$ cat src/rtl/present_byte_io.sv
// Byte-serial load/run/drain front end for a round-based PRESENT-80 core.
// Streams in key+plaintext, runs the core under a watchdog, streams out ciphertext.
module present_byte_io #(
  parameter int WATCHDOG = 63
) (
  input  logic        clk,
  input  logic        n_reset,
  input  logic [7:0]  in_data,
  input  logic        in_valid,
  output logic        in_ready,
  output logic [7:0]  out_data,
  output logic        out_valid,
  input  logic        out_ready,
  output logic [79:0] core_key,
  output logic [63:0] core_plaintext,
  output logic        core_n_reset,
  input  logic        core_done,
  input  logic [63:0] core_ciphertext,
  output logic        busy,
  output logic        error
);

  localparam int WDW = $clog2(WATCHDOG + 1);
  localparam logic [WDW-1:0] WD_LIM = WDW'(WATCHDOG - 1);
  localparam logic [WDW-1:0] WD_MAX = {WDW{1'b1}};

  typedef enum logic [1:0] {
    LOAD  = 2'd0,
    RUN   = 2'd1,
    DRAIN = 2'd2
  } state_t;

  state_t          state_q, state_d;
  logic [4:0]      cnt_q, cnt_d;
  logic [WDW-1:0]  wd_q, wd_d;
  logic [79:0]     key_q, key_d;
  logic [63:0]     pt_q, pt_d;
  logic [63:0]     shift_q, shift_d;
  logic            err_q, err_d;

  always_comb begin
    state_d = state_q;
    cnt_d   = cnt_q;
    wd_d    = wd_q;
    key_d   = key_q;
    pt_d    = pt_q;
    shift_d = shift_q;
    err_d   = err_q;
    unique case (state_q)
      LOAD: begin
        if (in_valid) begin
          if (cnt_q < 5'd10) begin
            key_d = {key_q[71:0], in_data};
          end else begin
            pt_d = {pt_q[55:0], in_data};
          end
          if (cnt_q == 5'd0) begin
            err_d = 1'b0;
          end
          if (cnt_q == 5'd17) begin
            cnt_d   = 5'd0;
            wd_d    = '0;
            state_d = RUN;
          end else begin
            cnt_d = cnt_q + 5'd1;
          end
        end
      end
      RUN: begin
        // core_done has priority over the watchdog limit
        if (core_done) begin
          shift_d = core_ciphertext;
          wd_d    = '0;
          state_d = DRAIN;
        end else if (wd_q == WD_LIM) begin
          err_d   = 1'b1;
          wd_d    = '0;
          state_d = LOAD;
        end else if (wd_q != WD_MAX) begin
          wd_d = wd_q + 1'b1;
        end
      end
      DRAIN: begin
        if (out_ready) begin
          shift_d = {shift_q[55:0], 8'h00};
          if (cnt_q == 5'd7) begin
            cnt_d   = 5'd0;
            state_d = LOAD;
          end else begin
            cnt_d = cnt_q + 5'd1;
          end
        end
      end
      default: begin
        state_d = LOAD;
      end
    endcase
  end

  always_ff @(posedge clk or negedge n_reset) begin
    if (!n_reset) begin
      state_q <= LOAD;
      cnt_q   <= '0;
      wd_q    <= '0;
      key_q   <= '0;
      pt_q    <= '0;
      shift_q <= '0;
      err_q   <= 1'b0;
    end else begin
      state_q <= state_d;
      cnt_q   <= cnt_d;
      wd_q    <= wd_d;
      key_q   <= key_d;
      pt_q    <= pt_d;
      shift_q <= shift_d;
      err_q   <= err_d;
    end
  end

  assign in_ready       = (state_q == LOAD);
  assign out_valid      = (state_q == DRAIN);
  assign busy           = (state_q == RUN) || (state_q == DRAIN);
  assign core_n_reset   = (state_q == RUN);
  assign out_data       = shift_q[63:56];
  assign core_key       = key_q;
  assign core_plaintext = pt_q;
  assign error          = err_q;

endmodule

$ cat config.mk
export PLATFORM = sky130hd
export DESIGN_NAME = present_byte_io
export DESIGN_NICKNAME = d
export VERILOG_FILES = /design/src/rtl/present_byte_io.sv
export SDC_FILE = /design/constraint.sdc
export NUM_CORES = 1
export LEC_CHECK = 0
export CORE_MARGIN = 2
export CORE_UTILIZATION = 50
export DETAILED_ROUTE_END_ITERATION = 12
export DONT_BUFFER_PORTS = 1
export PLACE_DENSITY = 0.72
export SYNTH_ARGS = -nofsm -noshare
export SYNTH_HDL_FRONTEND = slang
export SYNTH_SLANG_ARGS = --single-unit
$ cat constraint.sdc
create_clock -name clk -period 2.3 [get_ports clk]
set_clock_uncertainty 0.1 [all_clocks]
set_input_delay 0.46 -clock clk [delete_from_list [all_inputs] [get_ports clk]]
set_output_delay 0.46 -clock clk [all_outputs]
set_load 0.03 [all_outputs]
==> results.py, run 1 <==
metrics = {
    "floorplan": {
        "io-pin-count": 234,
        "dieArea_um2": 20190,
        "die_y_um": 142.1,
        "initial_core_util_pct": 50.98,
        "rows": 50,
        "die_w_um": 142.1,
        "core-area_um2": 18710,
    },
    "drt": {
        "wl_mm": 18.90,
        "drt-pass1-iter-count": 4,
        "drtIter0Drc": 241,
        "viasPerCell": 5.629,
        "drc_errors": 0,
        "antenna_left": 0,
        "wl_per_cell_um": 20.19,
        "vias": 5269,
    },
    "logic_synthesis": {
        "synthCells": 683,
        "synth_compound_area_share_pct": 6.259,
        "synth-main-ff-cell": "dfrtp_1",
        "yosys.area.top_type_share_pct": 58.26,
        "synthDistinctLibCells": 48,
        "async_reset_ff_share_pct": 100.0,
        "synth-simple-area-share_pct": 5.170,
        "synth-edff-count": 0,
        "synth_top_family_by_area": "multiplexers",
        "ys_ff_latch": 222,
        "synth.area.top_cells": "dfrtp_1, mux2_4, mux2_2",
        "synth.avg_cell_area_um2": 13.96,
        "yosys_warnings": 0,
        "synth.most_common_cell": "dfrtp_1",
        "synth_top_area_cell": "dfrtp_1",
        "synth_xor_area_share_pct": 0,
        "synth_fa_ha_area_share_pct": 1.050,
        "synth_area_um2": 9535,
        "ys_seq_area_share_pct": 58.26,
        "synth_nets": 768,
        "netlist_top_cells_count": "dfrtp_1, mux2_2, nand2_1",
        "muxShareOfSynthArea_pct": 25.46,
    },
    "global_routing": {
        "gr-total-overflow": 0,
        "antenna_found_initial": 2,
        "grt_first_pass_wirelength_mm": 29.59,
        "grt_use_total_pct": 18.08,
        "grt_pass1_vias": 5621,
        "grt_max_degree": 223,
    },
    "critical_path": {
        "path_max_fanout": 7,
        "crit_path_end": "in_ready",
        "r2r_start": "state_q[0]",
        "critPathLaunchType": "flop",
        "crit_start": "state_q[0]",
        "end_kind": "output port",
        "r2r-end": "core_key[65]",
        "worstPathArrival_ns": 1.50,
        "worstSetupPathType": "reg2out",
        "r2r_setup_slack_ns": 0.26,
        "required_ns": 1.74,
        "rr_worst_depth": 6,
    },
    "cts": {
        "root_buffer": "clkbuf_16",
        "htreeDepth": 1,
        "cts_tree": "yes",
        "ctsResizeCount": 0,
        "post_cts_buffers": 0,
        "cts_buffers": 24,
        "clk_latency_ns": 0.51,
        "hold_buffers": 16,
        "path_clk_slew_ns": 0.05,
        "cts.sinks": 222,
        "clockBufferDepth": 3,
    },
    "placement": {
        "hpwl_mm": 12.66,
        "pre_cts_ws_ns": 0.2527,
        "port-buffer-count": 0,
        "place.gp.congestion": 0.8308,
    },
    "hold_path": {
        "min_path_type": "in2async",
    },
    "timing": {
        "whs_ns": -0.4368,
        "clock.fmax_mhz": 484.5,
        "fin_setup_tns_ns": 0,
        "setup_ws_ns": 0.2361,
        "hold_viol_final": 222,
        "rsz0062_at_grt": "no",
        "drv_slew": 0,
        "tightest_slew_ns": 0.5560,
        "relSlewSlack_pct": 62.79,
        "setup_viol": 0,
        "period_minus_slack_ns": 2.064,
        "fin_crit_sh_pct": 89.74,
    },
    "finish": {
        "final_nets": 774,
        "synthToLayoutAreaGrowth_pct": 10.55,
        "layout-drive-gt1-share_pct": 27.39,
    },
    "power_and_ir_drop": {
        "leakagePower_uw": 0.004993,
        "power_density_nw_per_um2": 1532,
        "peakVddDrop_v": 0.001305,
    },
    "run_status": {
        "violations": "hold timing",
        "status": "finished, violations left",
    },
    "job": {
        "maxCapViolations": 0,
    },
}
## state kept, by name, summed over array words and instances, names as in the netlist
signal	flops
cnt_q	5
state_q	2
core_key	80
shift_q	64
error	1
wd_q	6
core_plaintext	64
## power breakdown
group	internal [uW]	total, uW	switching, uW
logic	2320	4320	2000
clock network	2140	3600	1460
registers	5290	8230	2940
## worst max-delay path: stages, from the launching register on
cell and delay (ns):
dfrtp_1 0.38, inv_1 0.14, ha_1 0.25, buf_4 0.23
## logic make-up after synthesis
logic type	Yosys count
multiplexers	202
AND/OR/NAND/NOR	99
flip-flops	222
AO/OA/AOI/OAI	98
buffers and inverters	54
adder cells (fa/ha/maj)	8
## worst min-delay path by stage
stage	from	endpoint	slack, ns	cells after the start
after floorplan	n_reset	cnt_q[0]	0.06	0
after global placement	n_reset	shift_q[50]	0.07	0
after detailed placement	n_reset	shift_q[57]	0.07	0
after CTS	n_reset	core_plaintext[38]	-0.47	0
after global routing	n_reset	shift_q[57]	-0.46	0
final	n_reset	shift_q[57]	-0.44	0
## cell usage in the layout, fill, tap and decap left out, drive strengths merged, types with 2 or more instances in the layout
cell type    instances
a211o                4
a21oi                7
a22o                11
and4bb               2
buf                  8
clkbuf              32
clkinv               4
dfrtp              222
dlygate4sd3         16
ha                   8
inv                 11
mux2               144
mux2i               58
nand2               65
nand2b               4
nand3                8
nor2                 8
nor2b                2
nor3                 2
o211ai               2
o21ai               64
## per-stage QoR
stage | hold WS [ns] | instance area (um^2) | util [%] | std cells | total power (uW)
after floorplan | 0.06441 | 9535 | - | 683 | 11740
after global placement | 0.07181 | 9638 | 51.53 | 881 | 12290
after detailed placement | 0.07019 | 9638 | 51.53 | 881 | 12590
after CTS | -0.4734 | 10540 | 56.34 | 935 | 16300
after global routing | -0.4636 | 10540 | 56.34 | 935 | 17060
final | -0.4368 | 10540 | 56.35 | 936 | 16150
## layout make-up
| type | instances | area, um^2 |
|---|---|---|
| Multi-Input combinational cell | 407 | 3630 |
| Clock buffer | 32 | 670.6 |
| Clock inverter | 6 | 70.07 |
| Timing Repair Buffer | 24 | 282.8 |
| Sequential cell | 222 | 5555 |
| Antenna cell | 1 | 2.502 |
| Inverter | 10 | 37.54 |
| Fill cell | 1494 | 8164 |
| Tap cell | 234 | 292.8 |
## metal layers
metal / GRT usage [%] / wire [um] / vias up / share of wire (%)
met5: 0 / 0 / - / 0
met4: 4.158 / 266 / 0 / 1.4
met3: 6.326 / 1765 / 26 / 9.3
met2: 30.08 / 9156 / 185 / 48
met1: 22.87 / 7708 / 2634 / 41
li1: - / - / 2424 / -
Power figures use the tool's default switching activity.
==> run 2, diff against run 1 <==
--- a/config.mk
+++ b/config.mk
@@ -10,6 +10,7 @@
 export DETAILED_ROUTE_END_ITERATION = 12
 export DONT_BUFFER_PORTS = 1
 export PLACE_DENSITY = 0.72
+export REMOVE_ABC_BUFFERS = 1
 export SYNTH_ARGS = -nofsm -noshare
 export SYNTH_HDL_FRONTEND = slang
 export SYNTH_SLANG_ARGS = --single-unit
==> run 2 against run 1 <==
Against the previous run: the flow still finishes with violations (hold timing); first-iteration DRC count down 8.3%; non-clock buffer count is 5 higher; wire length grew 3.0%; global-route usage up 0.30 points; final area rose by 0.79%.
==> results.py, run 2 (synthesized netlist as in run 1, its figures left out) <==
metrics = {
    "power_and_ir_drop": {
        "switching_share_pct": 39.76,
        "pwr-share-comb_pct": 27.1,
        "clock_power_share_pct": 22.2,
        "power_uw": 16270,
        "peakVddDrop_v": 0.001112,
        "power_density_nw_per_um2": 1532,
        "leakagePower_uw": 0.005034,
        "p_int_uw": 9803,
        "seq_power_share_pct": 50.7,
        "p_sw_uw": 6472,
    },
    "timing": {
        "clock.fmax_mhz": 452.3,
        "whs_ns": -0.4530,
        "relSlewSlack_pct": 44.66,
        "period_minus_slack_ns": 2.211,
        "setup_viol": 0,
        "fin_crit_sh_pct": 96.12,
        "rsz0062_at_grt": "no",
        "drv_slew": 0,
        "tightest_slew_ns": 0.8270,
        "hold_viol_final": 222,
        "setup_ws_ns": 0.08915,
    },
    "floorplan": {
        "initial_core_util_pct": 50.98,
        "rows": 50,
        "io-pin-count": 234,
        "core-area_um2": 18710,
        "die_w_um": 142.1,
        "dieArea_um2": 20190,
        "die_y_um": 142.1,
    },
    "global_routing": {
        "grt_pass1_vias": 5557,
        "grt_max_degree": 223,
        "grt_use_total_pct": 18.38,
        "gr-total-overflow": 0,
        "grt_first_pass_wirelength_mm": 29.75,
        "antenna_found_initial": 0,
    },
    "finish": {
        "fin_cells": 942,
        "layout-drive-gt1-share_pct": 27.68,
        "diodes": 0,
        "synthToLayoutAreaGrowth_pct": 11.43,
        "largest_reg_flops": 80,
        "final_nets": 780,
        "layout_commonest_cell": "dfrtp_1",
        "final_cell_area_um2": 10630,
        "layout_common_cells": "dfrtp_1, mux2_2, nand2_1",
    },
    "critical_path": {
        "critPathMaxStageDelay_ns": 0.40,
        "worstPathCellList": "inv_1 > ha_4 > buf_16",
        "path_max_fanout": 29,
        "slowest_stage": "dfrtp_1",
        "worstPathArrival_ns": 1.65,
        "crit_family": "flip-flops",
        "critPathBufInv": 2,
        "end_kind": "output port",
        "required_ns": 1.74,
        "critPathLaunchType": "flop",
        "worstSetupPathType": "reg2out",
    },
    "cts": {
        "cts.sinks": 222,
        "cts_tree": "yes",
        "clk_latency_ns": 0.51,
        "htreeDepth": 1,
        "root_buffer": "clkbuf_16",
        "clockBufferDepth": 3,
        "hold_buffers": 16,
        "path_clk_slew_ns": 0.06,
        "cts_buffers": 25,
    },
    "drt": {
        "drc_errors": 0,
        "drt-pass1-iter-count": 4,
        "viasPerCell": 5.686,
        "wl_per_cell_um": 20.67,
        "drtIter0Drc": 221,
        "wl_mm": 19.47,
        "antenna_left": 0,
        "vias": 5356,
    },
    "run_status": {
        "status": "finished, violations left",
        "violations": "hold timing",
    },
    "placement": {
        "placed_area_um2": 9693,
        "port-buffer-count": 0,
        "place.gp.congestion": 0.7921,
        "hpwl_mm": 12.70,
        "pre_cts_ws_ns": 0.2694,
        "place_inst": 885,
    },
    "job": {
        "maxCapViolations": 0,
    },
    "hold_path": {
        "min_path_type": "in2async",
    },
}
==> run 2: routing by layer <==
layer | global-route usage, % | vias up | wire, um
li1 | - | 2415 | -
met1 | 22.60 | 2696 | 7876
met2 | 30.00 | 218 | 8975
met3 | 8.008 | 27 | 2277
met4 | 4.526 | 0 | 342
met5 | 0 | - | 0
==> run 2: worst reg2reg max path, cell delays in order (launching register included) <==
cell	delay, ns
dfrtp_1	0.44
inv_1	0.10
ha_1	0.31
nand2b_2	0.15
nor4_4	0.49
nor3b_2	0.15
a22o_1	0.23
==> run 2: cell type report <==
cell class	count	area, um^2
Multi-Input combinational cell	407	3630
Fill cell	1464	8080
Inverter	10	37.54
Timing Repair Buffer	29	370.4
Sequential cell	222	5555
Clock buffer	37	720.7
Clock inverter	3	18.77
Tap cell	234	292.8
==> run 2: path summary, 6_finish.rpt <==
| kind | start | endpoint | slack (ns) | depth (start not counted) |
|---|---|---|---|---|
| min | n_reset | shift_q[37] | -0.45 | 0 |
| min reg2reg | shift_q[51] | shift_q[51] | 0.38 | 2 |
| max | state_q[0] | out_valid | 0.09 | 3 |
| max in group asynchronous | n_reset | core_key[37] | 2.24 | 0 |
| max reg2reg | state_q[1] | wd_q[3] | 0.21 | 6 |
| min in group clk | core_done | error | 0.04 | 2 |
==> run 2: power by group through the flow <==
stage	logic [uW]	clock network (uW)	registers (uW)
after floorplan	3540	0	7840
after global placement	4120	0	8240
after detailed placement	4350	0	8310
after CTS	4390	3710	8260
after global routing	4850	3870	8450
final	4420	3610	8250
==> run 2: stage by stage <==
step / TNS, ns / utilization [%]
after floorplan: -376.10 / -
after global placement: 0 / 51.82
after detailed placement: 0 / 51.82
after CTS: 0 / 56.63
after global routing: 0 / 56.80
final: 0 / 56.80
==> run 2: repair_timing <==
| item | CTS | global route |
|---|---|---|
| buffers inserted | 0 | 0 |
| endpoints found under the setup margin | 0 | 1 |
| resized for setup | 0 | 1 |
| hold endpoints to repair | 246 | 222 |
